**config.mk**
```make
export PLATFORM = sky130hd
export DESIGN_NAME = seq_muldiv
export DESIGN_NICKNAME = d
export VERILOG_FILES = /design/src/rtl/seq_muldiv.sv
export SDC_FILE = /design/constraint.sdc
export NUM_CORES = 1
export LEC_CHECK = 0
export ABC_AREA = 1
export CORE_ASPECT_RATIO = 1.1
export CORE_UTILIZATION = 52
export CTS_CLUSTER_SIZE = 10
export DETAILED_ROUTE_END_ITERATION = 8
export PLACE_DENSITY = 0.88
export SLEW_MARGIN = 20
export SYNTH_ARGS = -nofsm -noshare
export SYNTH_HDL_FRONTEND = slang
export SYNTH_SLANG_ARGS = --single-unit
```
**constraint.sdc**
```tcl
create_clock -name clk -period 3.5 [get_ports clk]
set_clock_uncertainty 0.1 [all_clocks]
set_input_delay 0.525 -clock clk [delete_from_list [all_inputs] [get_ports clk]]
set_output_delay 0.525 -clock clk [all_outputs]
set_load 0.05 [all_outputs]
```
**src/rtl/seq_muldiv.sv**
```systemverilog
// ---------------------------------------------------------------------------
// seq_muldiv
//
// Multi-cycle unsigned 32x32 multiply and 32/32 divide unit for the execute
// stage. It has no adder of its own. It drives the operands of the shared
// ripple adder (adder32) and takes back that adder's result and carry-out
// once per clock. Each clock performs one iteration: shift-add for
// multiply, or one restoring subtract step for divide.
//
// Ports
//   clk        rising-edge clock
//   rst_n      asynchronous active-low reset
//   start      request, sampled only while idle
//   op         0 = unsigned multiply, 1 = unsigned divide
//   a          multiplicand / dividend
//   b          multiplier / divisor
//   add_a      operand A to adder32
//   add_b      operand B to adder32
//   add_cin    carry-in to adder32
//   add_result adder32 sum
//   add_cout   adder32 carry-out
//   busy       high while iterating
//   done       one-cycle completion pulse
//   div_zero   last divide had b == 0, held until the next accepted start
//   res_hi     multiply: product[63:32], divide: remainder
//   res_lo     multiply: product[31:0],  divide: quotient
// ---------------------------------------------------------------------------
module seq_muldiv #(
    parameter int WIDTH = 32,
    parameter int ITER  = 32
) (
    input  logic             clk,
    input  logic             rst_n,
    input  logic             start,
    input  logic             op,
    input  logic [WIDTH-1:0] a,
    input  logic [WIDTH-1:0] b,
    output logic [WIDTH-1:0] add_a,
    output logic [WIDTH-1:0] add_b,
    output logic             add_cin,
    input  logic [WIDTH-1:0] add_result,
    input  logic             add_cout,
    output logic             busy,
    output logic             done,
    output logic             div_zero,
    output logic [WIDTH-1:0] res_hi,
    output logic [WIDTH-1:0] res_lo
);

    localparam int CW = $clog2(ITER);
    localparam logic [CW-1:0] LAST = CW'(ITER - 1);

    typedef enum logic [1:0] {
        IDLE,
        RUN,
        DONE
    } state_t;

    state_t           state;
    logic             op_q;
    logic [WIDTH-1:0] d;
    logic [WIDTH-1:0] hi;
    logic [WIDTH-1:0] lo;
    logic [CW-1:0]    count;
    logic             busy_q;
    logic             done_q;
    logic             div_zero_q;

    logic [WIDTH-1:0] rem_shift;
    logic             take;

    // The divide step works on the partial remainder shifted left by one.
    // The next dividend bit enters from the top of lo. The bit shifted out of
    // hi[31] is the 33rd bit of that shifted value. When that bit is set, the
    // value is at least 2^32 and therefore at least d, so the subtract is
    // taken even if the 32-bit adder does not produce a carry.
    assign rem_shift = {hi[WIDTH-2:0], lo[WIDTH-1]};
    assign take      = hi[WIDTH-1] | add_cout;

    // Adder operand steering. Multiply adds the multiplicand to the upper
    // half. Divide subtracts the divisor by adding its complement with a
    // carry-in of one. Outside RUN all drives are held at zero, so the
    // shared adder does not toggle when this unit is not using it.
    always_comb begin
        add_a   = '0;
        add_b   = '0;
        add_cin = 1'b0;
        if (state == RUN) begin
            if (op_q) begin
                add_a   = rem_shift;
                add_b   = ~d;
                add_cin = 1'b1;
            end else begin
                add_a   = hi;
                add_b   = d;
                add_cin = 1'b0;
            end
        end
    end

    // Control and datapath sequencing. A start request in IDLE latches the
    // divisor/multiplier and sets up hi/lo. A divide by zero finishes at once
    // with the conventional all-ones quotient and the dividend as remainder.
    // RUN performs exactly ITER iterations and then passes through DONE for
    // one cycle, which produces the done pulse. Requests arriving in RUN or
    // DONE are dropped. A reset at any point abandons the operation without
    // a done pulse.
    always_ff @(posedge clk or negedge rst_n) begin
        if (!rst_n) begin
            state      <= IDLE;
            op_q       <= 1'b0;
            d          <= '0;
            hi         <= '0;
            lo         <= '0;
            count      <= '0;
            busy_q     <= 1'b0;
            done_q     <= 1'b0;
            div_zero_q <= 1'b0;
        end else begin
            case (state)
                IDLE: begin
                    done_q <= 1'b0;
                    if (start) begin
                        op_q       <= op;
                        d          <= b;
                        count      <= '0;
                        div_zero_q <= op && (b == '0);
                        if (op && (b == '0)) begin
                            hi     <= a;
                            lo     <= '1;
                            busy_q <= 1'b0;
                            done_q <= 1'b1;
                            state  <= DONE;
                        end else begin
                            hi     <= '0;
                            lo     <= a;
                            busy_q <= 1'b1;
                            state  <= RUN;
                        end
                    end
                end

                RUN: begin
                    if (!op_q) begin
                        if (lo[0]) begin
                            {hi, lo} <= {add_cout, add_result, lo[WIDTH-1:1]};
                        end else begin
                            {hi, lo} <= {1'b0, hi, lo[WIDTH-1:1]};
                        end
                    end else begin
                        hi <= take ? add_result : rem_shift;
                        lo <= {lo[WIDTH-2:0], take};
                    end
                    count <= count + 1'b1;
                    if (count == LAST) begin
                        busy_q <= 1'b0;
                        done_q <= 1'b1;
                        state  <= DONE;
                    end
                end

                DONE: begin
                    done_q <= 1'b0;
                    state  <= IDLE;
                end

                default: begin
                    busy_q <= 1'b0;
                    done_q <= 1'b0;
                    state  <= IDLE;
                end
            endcase
        end
    end

    // The working registers also serve as the result registers. They hold
    // from the done cycle until the next accepted start.
    assign busy     = busy_q;
    assign done     = done_q;
    assign div_zero = div_zero_q;
    assign res_hi   = hi;
    assign res_lo   = lo;

endmodule

```
==> results of run 1 <==
==> area by class of cell <==
cell class                 count  area (um2)
tap                          188         235
clock buffer                  10         229
sequential                   107        2680
multi-input combinational    817        3860
fill                        1057        3350
inverter                     124         467
clock inverter                 6        42.5
timing repair buffer         245        3110
==> synth_stat cells, types with 2 or more instances <==
library cell and n:
a21oi_1 109, a22o_1 2, buf_1 4, buf_2 44
buf_4 12, buf_6 7, buf_8 3, clkbuf_1 14
clkbuf_2 2, dfrtp_1 107, ha_1 2, inv_1 117
inv_2 6, nand2_1 302, nand2_2 3, nand2_4 2
nand3_1 103, nand4_1 2, nor2_1 110, nor2_2 3
nor2_4 2, o211ai_1 26, o21ai_0 96, o21ai_1 18
xnor2_1 32
==> metal layers <==
metal,vias to the layer above,GRT usage (%)
met4,0,12.6
met5,-,0
met1,3789,39.7
met2,433,54.9
met3,52,7.71
li1,3962,-
==> worst min-delay path by stage <==
stage / endpoint / slack [ns] / depth (start not counted)
floorplan: busy / 0.13 / 0
global placement: d[6] / 0.37 / 2
detailed placement: d[5] / 0.38 / 2
CTS: d[2] / 0.14 / 1
global route: d[2] / 0.16 / 1
finish: d[2] / 0.12 / 1
==> state kept, by name, summed over array words and instances (netlist names) <==
register and count:
busy 1, count 5, d 32, div_zero 1, done 1, op_q 1
res_hi 32, res_lo 32, state 2
==> critical path, cell delays in order, from the launching register on <==
cell	delay, ns
dfrtp_4	0.50
inv_2	0.56
o21ai_0	0.22
a21oi_1	0.31
buf_12	0.18
==> through the flow <==
step           cells  hold slack [ns]  cell area, um2  setup slack [ns]
2_1_floorplan   1134            0.129            7510              1.10
3_3_place_gp    1481            0.375           10300             0.732
3_5_place_dp    1481            0.381           10300             0.678
4_1_cts         1497            0.140           10600             0.773
5_1_grt         1497            0.163           10600             0.539
6_report        1497            0.117           10600             0.739
==> placed cells by master (no fill, tap or decap) <==
cell	instances
o21ai_1	18
nor2_4	2
xnor2_1	32
clkdlybuf4s50_1	166
nand3_4	1
nand2_4	2
inv_1	117
o21ai_0	96
nand2_2	3
ha_1	2
o211ai_1	26
clkbuf_1	1
nor2_2	4
nand4_1	2
clkbuf_16	9
buf_4	11
nand3_1	103
buf_12	68
clkinvlp_4	2
nand3_2	1
clkinv_4	2
nand2_1	302
nor2_1	109
dfrtp_1	106
inv_2	6
clkinv_2	3
dfrtp_4	1
a21oi_1	109
a22o_1	2
nor2_8	1
xor2_1	1
o22ai_1	1
==> cell families after synthesis <==
kind of cell	share of synthesized area, %
simple gates	29.4
buf+inv	13.0
xor+xnor	3.85
compound gates	17.8
flops	35.7
fa+ha+maj	0.333
==> flow_summary.ini, run 1 <==
[run_status]
outcome = completed

[critical_path]
regToRegEndpoint = res_hi[23]
path_class = register to primary output
crit_path_end = add_a[17]
worstPathArrival_ns = 2.14
reg2reg_depth = 6
worstPathMaxFanout = 49
start_kind = register
end_kind = primary output
ff2ff_setup_slack_ns = 1.20
rr_startpoint = state[0]
worstPathRequired_ns = 2.87
crit_start = op_q

[clocking]
post-cts-setup-buffers = 0
clkLatencyLatePin_ns = 0.34
cts_buffers = 9
ctsHoldBuffers = 0
path_clk_slew_ns = 0.07
cts_htree_levels = 3
clock-sinks = 107
cts_buffer_depth = 2
cts_root_buf = clkbuf_16
tritoncts = done
cts_resized = 0

[global_route]
grt_pass1_wl_um = 38200
grt_usage_pct = 32.4
antenna_found_initial = 0
grt_pass1_vias = 7794
overflow = 0
grt_max_degree = 131

[route]
drtAntennaViolNets = 0
met1_length_um = 9090
wl_met3_um = 2230
drt-total-wl_um = 23900
wire_per_inst_um = 15.9
highest_layer = met4
drc_errors = 0
dr_wl_met2_um = 11900
via_count = 8236
drtIter0Drc = 955
viasPerCell = 5.50
drtPass1Iterations = 6

[synth]
ys_ff_latch = 107
ys_top_cells_by_area = dfrtp_1, nand2_1, a21oi_1, nand3_1, o21ai_0
synth_nets = 1237
async_reset_ff_share_pct = 100
yosysWarnings = 0
yosys.area.top_type = dfrtp_1
yosysTopAreaCellShare_pct = 35.7
yosysSeqAreaShare_pct = 35.7
syn_area_um2 = 7510
synth_edf_count = 0
synthFlopType = dfrtp_1
postSynthAreaPerCell_um2 = 6.62
ys_types = 31
synthCells = 1134

[timing]
finalMaxSlewViolations = 0
min_period_ns = 2.76
fin_crit_sh_pct = 78.9
final-setup-viol-count = 0
rsz0062_at_grt = false
relSlewSlack_pct = 28.8
hold_violations = 0
max_freq_mhz = 362
worst_pin_slew_ns = 1.07
fin_setup_tns_ns = 0

[floorplan]
pin_count = 233
rows = 45
die_width_um = 117
core_area_um2 = 14000
initial_core_util_pct = 53.8
die_h_um = 128
dieArea_um2 = 14900

[placed_design]
io_buffer_count = 232
hpwlAfterDp_um = 16800
routabilityCongestion = 0.905

[cells_and_area]
drive_above_1_share_pct = 8.86
syn2layout_area_growth_pct = 41.4
layout.nets = 1407
insertedDiodeCount = 0
final_util_pct = 76.0

[run]
cap_violations = 0

[min_path]
min_path_type = input port to asynchronous set/reset pin
Power of run 1 is left out: the tool's default activity adds up to more than one toggle a clock period on the data nets, which glitch-free logic cannot reach.
==> run 2, diff against run 1 <==
Settings changed: CORE_UTILIZATION 52 to 48, PLACE_DENSITY 0.88 to 0.82.
Clock period 3.5 ns to 2.75 ns, I/O delays scaled along.
==> run 2 against run 1 <==
Via count fell by 0.66%; global-route usage fell by 2.6 points; critical path depth did not move; utilization fell by 5.3 points; hold slack improved by 0.25 ns; wire length fell by 0.49%; non-clock buffer count rose by 9; cell area rose by 1.0%; count of clock-buffer cells in the layout did not move; critical endpoint is now add_a[8].
==> flow_summary.ini, run 2 (synthesis results as in run 1) <==
[run_status]
outcome = completed

[cells_and_area]
syn2layout_area_growth_pct = 42.8
layout.nets = 1416
drive_above_1_share_pct = 9.56
insertedDiodeCount = 0
layout_commonest_cell = nand2_1
final_cell_mix = nand2_1, clkdlybuf4s50_1, inv_1, a21oi_1, nor2_1
final.fill_count = 1253
final_cells = 1514

[timing]
worst_pin_slew_ns = 0.825
fin_setup_tns_ns = 0
min_period_ns = 2.57
rsz0062_at_grt = false
final-setup-viol-count = 0
hold_violations = 0
finalMaxSlewViolations = 0
max_freq_mhz = 390
relSlewSlack_pct = 45.0
postLayoutSetupSlackWorst_ns = 0.183
fin_crit_sh_pct = 93.3

[critical_path]
crit_start = op_q
rr_startpoint = state[0]
slowest_stage = buf_4
worstPathArrival_ns = 2.05
start_kind = register
crit_path_end = add_a[8]
cpPeakStageDelay_ns = 0.60
reg2reg_depth = 6
worstPathRequired_ns = 2.24
regToRegEndpoint = res_lo[18]
critPathBufInv = 2
ff2ff_setup_slack_ns = 0.58
worstPathMaxFanout = 51
path_class = register to primary output
crit_chain = buf_4 -> o21ai_0 -> a21oi_1 -> buf_12
cp.depth = 4
critPathTopFamily = buffers and inverters
end_kind = primary output

[clocking]
clock-sinks = 107
post-cts-setup-buffers = 0
cts_root_buf = clkbuf_16
clkLatencyLatePin_ns = 0.34
tritoncts = done
cts_buffer_depth = 2
ctsHoldBuffers = 1
cts_buffers = 9
path_clk_slew_ns = 0.07
cts_htree_levels = 3
cts_resized = 0

[route]
wire_per_inst_um = 15.7
drt-total-wl_um = 23700
viasPerCell = 5.40
via_count = 8182
drc_errors = 0
drtIter0Drc = 734
drtPass1Iterations = 8
drtAntennaViolNets = 0

[run]
cap_violations = 0

[floorplan]
dieArea_um2 = 16200
initial_core_util_pct = 49.5
core_area_um2 = 15200
pin_count = 233
die_width_um = 121
die_h_um = 133
rows = 47

[global_route]
grt_pass1_vias = 7840
overflow = 0
antenna_found_initial = 0
grt_max_degree = 76
grt_usage_pct = 29.8
grt_pass1_wl_um = 38400

[min_path]
min_path_type = input port to asynchronous set/reset pin

[placed_design]
io_buffer_count = 232
place_inst = 1497
place_ws_ns = 0.479
hpwlAfterDp_um = 16700
routabilityCongestion = 0.878
[run 2: cell types whose count changed in the layout (fill, tap and decap cells not counted), sizes merged]
cell           delta
bufinv            +1
clkdlybuf4s50     -1
inv               +1
buf               +9
clkinv            -2
dlygate4sd3       +1
[run 2: how the worst min path moves through the flow]
stage | startpoint | to
after floorplan | rst_n | busy
after CTS | rst_n | d[2]
after global routing | rst_n | d[7]
final | rst_n | d[0]
after detailed placement | rst_n | d[2]
after global placement | rst_n | d[7]
[run 2: cell type report]
| cell class | instances | area [um2] | area share, % |
|---|---|---|---|
| clock buffer | 10 | 239 | 2.23 |
| clock inverter | 6 | 63.8 | 0.595 |
| inverter | 124 | 467 | 4.35 |
| multi-input combinational | 817 | 3860 | 36.0 |
| sequential | 107 | 2680 | 25.0 |
| tap | 196 | 245 | 2.29 |
| timing repair buffer | 254 | 3170 | 29.6 |
[run 2: worst register-to-register path, stage by stage (launching register included)]
cell     delay, ns
dfrtp_1       0.41
nand2_4       0.08
buf_4         0.66
nand2_4       0.10
buf_4         0.33
o21ai_0       0.28
nand2_1       0.09
[run 2: metrics by stage]
stage | hold WS, ns | area (um2) | util (%)
final | 0.364 | 10700 | 70.7
after global routing | 0.380 | 10700 | 70.7
after CTS | 0.368 | 10700 | 70.7
after detailed placement | 0.183 | 10400 | 68.6
after global placement | 0.180 | 10400 | 68.6
after floorplan | 0.0169 | 7510 | -
[run 2: routing by layer]
| layer | vias up | share of wire [%] | global-route usage, % |
|---|---|---|---|
| li1 | 3977 | - | - |
| met1 | 3783 | 40 | 36.9 |
| met2 | 380 | 49 | 50.1 |
| met3 | 42 | 9.4 | 6.93 |
| met4 | 0 | 2.2 | 11.5 |
| met5 | - | 0 | 0 |
Power of run 2 is left out for the same reason.
